**src/rtl/connect4_pkg.sv**
```systemverilog
// Shared Connect4 controller definitions: FSM state codes, game status and player codes,
// and the default board geometry.
package connect4_pkg;

  localparam int NUM_COLS_DEF = 4;
  localparam int NUM_ROWS_DEF = 4;
  localparam int CNT_W_DEF    = 3;

  localparam logic [2:0] ST_WAIT_MOVE = 3'd0;
  localparam logic [2:0] ST_CHECK     = 3'd1;
  localparam logic [2:0] ST_COMMIT    = 3'd2;
  localparam logic [2:0] ST_EVAL      = 3'd3;
  localparam logic [2:0] ST_GAME_OVER = 3'd4;

  typedef enum logic [1:0] {
    GS_PLAYING = 2'b00,
    GS_P1_WIN  = 2'b01,
    GS_P2_WIN  = 2'b10,
    GS_DRAW    = 2'b11
  } game_status_e;

  typedef enum logic {
    PLAYER1 = 1'b0,
    PLAYER2 = 1'b1
  } player_e;

  // Detector code 11 means "illegal/ignored" and must not end the game.
  function automatic logic is_win(input logic [1:0] det);
    return (det == GS_P1_WIN) || (det == GS_P2_WIN);
  endfunction

endpackage

```
**src/rtl/turn_sequencer_if.sv**
```systemverilog
// Move request handshake plus the datapath link (column counters, detector, add strobe)
// between the player/board logic and the turn sequencer.
interface turn_sequencer_if
  import connect4_pkg::*;
#(
  parameter int NUM_COLS = NUM_COLS_DEF,
  parameter int CNT_W    = CNT_W_DEF
);

  logic                      move_valid;
  logic [3:0]                move_col;
  logic                      move_ready;
  logic [NUM_COLS*CNT_W-1:0] col_counts;
  logic [1:0]                det_status;
  logic                      add;
  logic [3:0]                add_col;

  modport master (
    output move_valid, move_col, col_counts, det_status,
    input  move_ready, add, add_col
  );

  modport slave (
    input  move_valid, move_col, col_counts, det_status,
    output move_ready, add, add_col
  );

endinterface

```
**src/rtl/turn_timer.sv**
```systemverilog
// Per-turn timer: enabled up-counter with clear and a terminal-count flag at TIMEOUT_CYC-1.
// TIMEOUT_CYC of 0 disables expiry entirely.
module turn_timer #(
  parameter int TIMEOUT_CYC = 1000
) (
  input  logic clk,
  input  logic reset,
  input  logic en_i,
  input  logic run_i,
  input  logic clr_i,
  output logic tc_o
);

  localparam int TW = (TIMEOUT_CYC > 2) ? $clog2(TIMEOUT_CYC) : 1;
  localparam logic [TW-1:0] TC_VAL = (TIMEOUT_CYC > 0) ? TW'(TIMEOUT_CYC - 1) : '0;

  logic [TW-1:0] cnt_q, cnt_d;

  always_comb begin
    cnt_d = cnt_q;
    if (clr_i)
      cnt_d = '0;
    else if (run_i && (TIMEOUT_CYC != 0))
      cnt_d = cnt_q + 1'b1;
  end

  always_ff @(posedge clk) begin
    if (!reset)
      cnt_q <= '0;
    else if (en_i)
      cnt_q <= cnt_d;
  end

  assign tc_o = (TIMEOUT_CYC != 0) && (cnt_q == TC_VAL);

endmodule

```
**src/rtl/turn_sequencer.sv**
```systemverilog
// Move-level Connect4 controller: accepts column requests, rejects illegal moves, issues the
// add strobe, waits on the winner detector and tracks turn, timeout, draw and game-over.
//
// state        | meaning
// WAIT_MOVE    | ready for a request; turn timer running
// CHECK        | validate latched column against range and fill count
// COMMIT       | add strobe to counters/board, bump move count
// EVAL         | wait out detector latency, then sample det_status
// GAME_OVER    | sticky until reset
module turn_sequencer
  import connect4_pkg::*;
#(
  parameter int NUM_COLS    = NUM_COLS_DEF,
  parameter int NUM_ROWS    = NUM_ROWS_DEF,
  parameter int CNT_W       = CNT_W_DEF,
  parameter int EVAL_WAIT   = 2,
  parameter int TIMEOUT_CYC = 1000
) (
  input  logic                  clk,
  input  logic                  reset,
  input  logic                  enable,
  turn_sequencer_if.slave       bus,
  output logic                  player_turn,
  output logic [1:0]            game_status,
  output logic                  reject,
  output logic                  timeout,
  output logic [2:0]            state
);

  localparam int TOTAL = NUM_COLS * NUM_ROWS;
  localparam int MW    = $clog2(TOTAL + 1);
  localparam int EWW   = (EVAL_WAIT > 2) ? $clog2(EVAL_WAIT) : 1;
  localparam int CW1   = CNT_W + 1;

  localparam logic [MW-1:0]  TOTAL_L = MW'(TOTAL);
  localparam logic [EWW-1:0] EW_LOAD = (EVAL_WAIT > 0) ? EWW'(EVAL_WAIT - 1) : '0;
  localparam logic [4:0]     COLS_L  = 5'(NUM_COLS);
  localparam logic [CW1-1:0] ROWS_L  = CW1'(NUM_ROWS);

  logic [2:0]     state_q, state_d;
  logic [3:0]     col_q, col_d;
  logic [3:0]     add_col_q, add_col_d;
  logic           turn_q, turn_d;
  logic [1:0]     gs_q, gs_d;
  logic [MW-1:0]  moves_q, moves_d;
  logic [EWW-1:0] ew_q, ew_d;
  logic           add_q, add_d;
  logic           reject_q, reject_d;
  logic           timeout_q, timeout_d;
  logic           ready_q, ready_d;

  logic             hs;
  logic             tmr_run, tmr_clr, tmr_tc;
  logic [CNT_W-1:0] col_cnt;
  logic             col_illegal;

  assign hs = bus.move_valid & ready_q & enable;

  turn_timer #(
    .TIMEOUT_CYC (TIMEOUT_CYC)
  ) u_timer (
    .clk   (clk),
    .reset (reset),
    .en_i  (enable),
    .run_i (tmr_run),
    .clr_i (tmr_clr),
    .tc_o  (tmr_tc)
  );

  always_comb begin
    col_cnt = '0;
    for (int i = 0; i < NUM_COLS; i++)
      if (col_q == 4'(i))
        col_cnt = bus.col_counts[i*CNT_W +: CNT_W];
    col_illegal = ({1'b0, col_q} >= COLS_L) || ({1'b0, col_cnt} >= ROWS_L);
  end

  always_comb begin
    state_d   = state_q;
    col_d     = col_q;
    add_col_d = add_col_q;
    turn_d    = turn_q;
    gs_d      = gs_q;
    moves_d   = moves_q;
    ew_d      = ew_q;
    add_d     = 1'b0;
    reject_d  = 1'b0;
    timeout_d = 1'b0;
    tmr_run   = 1'b0;
    tmr_clr   = 1'b0;
    case (state_q)
      ST_WAIT_MOVE: begin
        // A handshake on the expiry cycle takes priority over the forfeit.
        if (hs) begin
          col_d   = bus.move_col;
          state_d = ST_CHECK;
        end else if (tmr_tc) begin
          timeout_d = 1'b1;
          turn_d    = ~turn_q;
          tmr_clr   = 1'b1;
        end else begin
          tmr_run = 1'b1;
        end
      end
      ST_CHECK: begin
        if (col_illegal) begin
          reject_d = 1'b1;
          state_d  = ST_WAIT_MOVE;
        end else begin
          add_d     = 1'b1;
          add_col_d = col_q;
          state_d   = ST_COMMIT;
        end
      end
      ST_COMMIT: begin
        if (moves_q != TOTAL_L)
          moves_d = moves_q + 1'b1;
        ew_d    = EW_LOAD;
        state_d = ST_EVAL;
      end
      ST_EVAL: begin
        if (ew_q != '0) begin
          ew_d = ew_q - 1'b1;
        end else if (is_win(bus.det_status)) begin
          gs_d    = bus.det_status;
          state_d = ST_GAME_OVER;
        end else if (moves_q == TOTAL_L) begin
          gs_d    = GS_DRAW;
          state_d = ST_GAME_OVER;
        end else begin
          turn_d  = ~turn_q;
          tmr_clr = 1'b1;
          state_d = ST_WAIT_MOVE;
        end
      end
      ST_GAME_OVER: ;
      default: state_d = ST_WAIT_MOVE;
    endcase
    ready_d = (state_d == ST_WAIT_MOVE);
  end

  // Pulses stay latched while disabled so they surface on the next enabled cycle.
  always_ff @(posedge clk) begin
    if (!reset) begin
      state_q   <= ST_WAIT_MOVE;
      col_q     <= '0;
      add_col_q <= '0;
      turn_q    <= PLAYER1;
      gs_q      <= GS_PLAYING;
      moves_q   <= '0;
      ew_q      <= '0;
      add_q     <= 1'b0;
      reject_q  <= 1'b0;
      timeout_q <= 1'b0;
      ready_q   <= 1'b1;
    end else if (enable) begin
      state_q   <= state_d;
      col_q     <= col_d;
      add_col_q <= add_col_d;
      turn_q    <= turn_d;
      gs_q      <= gs_d;
      moves_q   <= moves_d;
      ew_q      <= ew_d;
      add_q     <= add_d;
      reject_q  <= reject_d;
      timeout_q <= timeout_d;
      ready_q   <= ready_d;
    end
  end

  assign bus.move_ready = ready_q & enable;
  assign bus.add        = add_q & enable;
  assign bus.add_col    = add_col_q;
  assign player_turn    = turn_q;
  assign game_status    = gs_q;
  assign reject         = reject_q & enable;
  assign timeout        = timeout_q & enable;
  assign state          = state_q;

endmodule

```
**src/flat_wrapper.sv**
```systemverilog
// flat-port wrapper written by rule: the top's interface ports become plain ports
module turn_sequencer_flat import connect4_pkg::*;
#(
  parameter int NUM_COLS    = NUM_COLS_DEF,
  parameter int NUM_ROWS    = NUM_ROWS_DEF,
  parameter int CNT_W       = CNT_W_DEF,
  parameter int EVAL_WAIT   = 2,
  parameter int TIMEOUT_CYC = 1000
)
  (clk, reset, enable, player_turn, game_status, reject, timeout, state, bus_move_valid, bus_move_col, bus_col_counts, bus_det_status, bus_move_ready, bus_add, bus_add_col);
  turn_sequencer_if #(.NUM_COLS(NUM_COLS), .CNT_W(CNT_W)) bus_i ();
  input  logic clk;
  input  logic reset;
  input  logic enable;
  output logic player_turn;
  output logic [1:0] game_status;
  output logic reject;
  output logic timeout;
  output logic [2:0] state;
  input wire logic [$bits(bus_i.move_valid)-1:0] bus_move_valid;
  input wire logic [$bits(bus_i.move_col)-1:0] bus_move_col;
  input wire logic [$bits(bus_i.col_counts)-1:0] bus_col_counts;
  input wire logic [$bits(bus_i.det_status)-1:0] bus_det_status;
  output wire logic [$bits(bus_i.move_ready)-1:0] bus_move_ready;
  output wire logic [$bits(bus_i.add)-1:0] bus_add;
  output wire logic [$bits(bus_i.add_col)-1:0] bus_add_col;
  assign bus_i.move_valid = bus_move_valid;
  assign bus_i.move_col = bus_move_col;
  assign bus_i.col_counts = bus_col_counts;
  assign bus_i.det_status = bus_det_status;
  assign bus_move_ready = bus_i.move_ready;
  assign bus_add = bus_i.add;
  assign bus_add_col = bus_i.add_col;
  turn_sequencer #(.NUM_COLS(NUM_COLS), .NUM_ROWS(NUM_ROWS), .CNT_W(CNT_W), .EVAL_WAIT(EVAL_WAIT), .TIMEOUT_CYC(TIMEOUT_CYC)) u_core (.clk(clk), .reset(reset), .enable(enable), .bus(bus_i), .player_turn(player_turn), .game_status(game_status), .reject(reject), .timeout(timeout), .state(state));
endmodule
```
**config.mk**
```make
export PLATFORM = sky130hd
export DESIGN_NAME = turn_sequencer_flat
export DESIGN_NICKNAME = d
export VERILOG_FILES = /design/src/rtl/connect4_pkg.sv /design/src/rtl/turn_sequencer_if.sv /design/src/rtl/turn_timer.sv /design/src/rtl/turn_sequencer.sv /design/src/flat_wrapper.sv
export SDC_FILE = /design/constraint.sdc
export NUM_CORES = 1
export LEC_CHECK = 0
export ABC_AREA = 1
export CORE_ASPECT_RATIO = 1.75
export CORE_MARGIN = 3
export CORE_UTILIZATION = 35
export CTS_CLUSTER_DIAMETER = 100
export DETAILED_ROUTE_END_ITERATION = 10
export GPL_TIMING_DRIVEN = 0
export PLACE_DENSITY = 0.55
export SLEW_MARGIN = 25
export SYNTH_ARGS = -nofsm -noshare
export SYNTH_HDL_FRONTEND = slang
export SYNTH_HIERARCHICAL = 1
export SYNTH_SLANG_ARGS = --single-unit
```
**constraint.sdc**
```tcl
create_clock -name clk -period 2.36 [get_ports clk]
set_input_delay 0.354 -clock clk [delete_from_list [all_inputs] [get_ports clk]]
set_output_delay 0.354 -clock clk [all_outputs]
set_load 0.005 [all_outputs]
```
==> reports/metrics.yaml <==
outcome: "completed"
holdBufCountCts: 0
synth_top_cell_area_share_pct: 37.67
synth_most_common_cell: "nand2_1"
reg2reg_depth: 12
die_h_um: 101.0
setup_violations: 0
finalWirelength_um: 3991
ios: 36
first_pass_iters: 4
antenna-diode-count: 0
grt_pass1_wl_um: 7024
cts_setup_buffers: 0
finClkSkew_ps: 6.665
global_route.overflow_total: 0
cts_tree: "built"
avgRoutedWirePerCell_um: 11.31
synth.net_count: 292
clk_latency_ps: 290
drv_cap: 0
synth_area_per_cell_um2: 6.818
tightestPinTransition_ps: 298.8
synth-warning-count: 6
finalCritPeriodShare_pct: 88.11
grt_antenna_before_repair: 0
start_kind: "input port"
syn_area_um2: 1807
fillers: 507
root_buffer: "clkbuf_8"
stdcell_area_um2: 2250
yosys.area.top_type: "dfxtp_1"
die_w_um: 60.31
worstPathArrival_ps: 1730
num-nets-final: 325
vias_per_cell: 4.756
track_usage_pct: 15.12
portBuffers: 27
slew_headroom_pct: 79.96
coreArea_um2: 4977
synth_edf_count: 0
rsz0062_at_grt: "no"
grt_pass1_vias: 1631
die_area_um2: 6094
dp_hpwl_um: 3175
fin_crit_ps: 2080
drv_slew: 0
post_cts_resized: 0
powerDensity_nw_per_um2: 586.8
yosysSeqAreaShare_pct: 37.67
numCtsBuffers: 5
synth-seq-cells: 34
hp-class: "reg2reg"
place_congestion: 0.7639
leakage_nw: 0.9987
worstSetupEndpointType: "output pin"
drc: 0
async_flop_share_pct: 0
path_max_fanout: 17
r2r_setup_slack_ps: 390
endpoint: "timeout"
ir_worst_vdd_v: 0.0004527
drive_gt1_share_pct: 11.71
synth_cells: 265
crit_required_ps: 2010
yosysUniqueCellTypes: 29
synthTopCellsByArea: "dfxtp_1 38%, nand2_1 10%, nor2_1 8.5%"
final-hold-violation-count: 0
num_rows: 34
placed_area_um2: 2145
synth_ff_type: "dfxtp_1"
vias: 1679
cts.clk_slew.worst_paths_ps: 80
clkSinkCount: 34
reg2reg_from: "u_core/moves_q[0]"
start_util_pct: 36.30
ys_top_cells_by_count: "49 x nand2_1, 41 x nor2_1, 36 x inv_1"
grt_max_degree: 18
area_growth_pct: 24.52
final_util_pct: 45.20
drt-initial-drc-count: 26
h-tree-depth: 2
ant_nets: 0
worstSetupPathType: "in2out"
max_freq_mhz: 480.9
clockBufferDepth: 2
startpoint: "enable"
r2r-end: "u_core/u_timer/cnt_q[6]"
## placed cells by master, fill, tap and decap left out
master	count
nand4_1	6
nand3_1	17
o21ai_1	4
a21oi_1	20
nand2_2	5
nor2_4	3
buf_4	1
nand3_2	3
inv_1	36
clkbuf_8	5
o21ai_2	1
bufinv_16	1
xor2_1	1
nand2_4	3
clkdlybuf4s50_1	27
xnor2_1	1
o31ai_1	1
clkinv_2	2
nor2_2	2
o21bai_2	1
or2_0	2
o21ai_0	12
inv_2	7
ha_1	5
nor2_1	41
nor3_1	4
o211ai_1	2
nand2_1	49
clkinv_1	1
buf_2	1
nor3b_1	1
dfxtp_1	34
## cell families (layout without fill, tap and decap cells)
kind of cell,after synthesis,after routing,share of synthesized area [%]
AND/OR/NAND/NOR,136,136,35.53
flip-flops,34,34,37.67
adder cells (fa/ha/maj),5,5,3.463
AO/OA/AOI/OAI,41,41,12.33
buffers and inverters,47,81,10.04
XOR/XNOR,2,2,0.9697
## area by class of cell
type                       count  area (µm²)  share of cell area [%]
clock buffer                   5       68.82                   3.059
buffer                         2       12.51                  0.5562
multi-input combinational    184       944.7                   41.99
inverter                      44       165.2                   7.341
clock inverter                 3       40.04                   1.780
tap                           54       67.56                   3.003
timing repair buffer          27       270.3                   12.01
sequential                    34       680.7                   30.26
## metal layers
metal  routed length, µm  GRT usage (%)  vias up
met4                  95          7.167        0
met3                 133          3.077        9
li1                    -              -      904
met2                2120          27.00       27
met5                   0              0        -
met1                1642          16.22      739
## stage by stage
| stage | power, W | setup slack [ps] | hold WS [ps] | setup TNS (ps) | std cells |
|---|---|---|---|---|---|
| 4_1_cts | 0.001343 | 275.5 | 440.2 | 0 | 353 |
| 3_3_place_gp | 0.0008040 | -85.33 | 426.7 | -306.0 | 346 |
| 3_5_place_dp | 0.0008054 | -73.27 | 427.3 | -270.4 | 346 |
| 5_1_grt | 0.001387 | 121.0 | 481.8 | 0 | 353 |
| 6_report | 0.001320 | 280.5 | 438.8 | 0 | 353 |
| 2_1_floorplan | 0.0007335 | 617.7 | 433.8 | 0 | 265 |
## worst min path at each step
stage | from | end | slack [ps] | cells after the start
finish | u_core/bus.add_col[2] | u_core/bus.add_col[2] | 440 | 2
CTS | u_core/bus.add_col[2] | u_core/bus.add_col[2] | 440 | 2
global placement | u_core/bus.add_col[2] | u_core/bus.add_col[2] | 430 | 2
floorplan | u_core/bus.add_col[2] | u_core/bus.add_col[2] | 430 | 2
global route | u_core/bus.add_col[2] | u_core/bus.add_col[2] | 480 | 2
detailed placement | u_core/bus.add_col[2] | u_core/bus.add_col[2] | 430 | 2
## state kept, by name, summed over array words and instances, names as in the netlist, 2 cells and up
register              count
u_core/u_timer/cnt_q     10
u_core/bus.add_col        4
u_core/col_q              4
u_core/moves_q            5
u_core/state              3
u_core/game_status        2
## power breakdown
group	total (W)	switching, W	internal [W]
Combinational	0.000174	0.0000980	0.0000763
Sequential	0.000616	0.0000211	0.000595
Clock	0.000530	0.000219	0.000311
Total	0.00132	0.000338	0.000982
## critical path, stage by stage
cell and delay [ps]:
clkdlybuf4s50_1 520, buf_4 240, nand2_1 70, inv_1 50
clkdlybuf4s50_1 490
(Power assumes the default switching activity.)
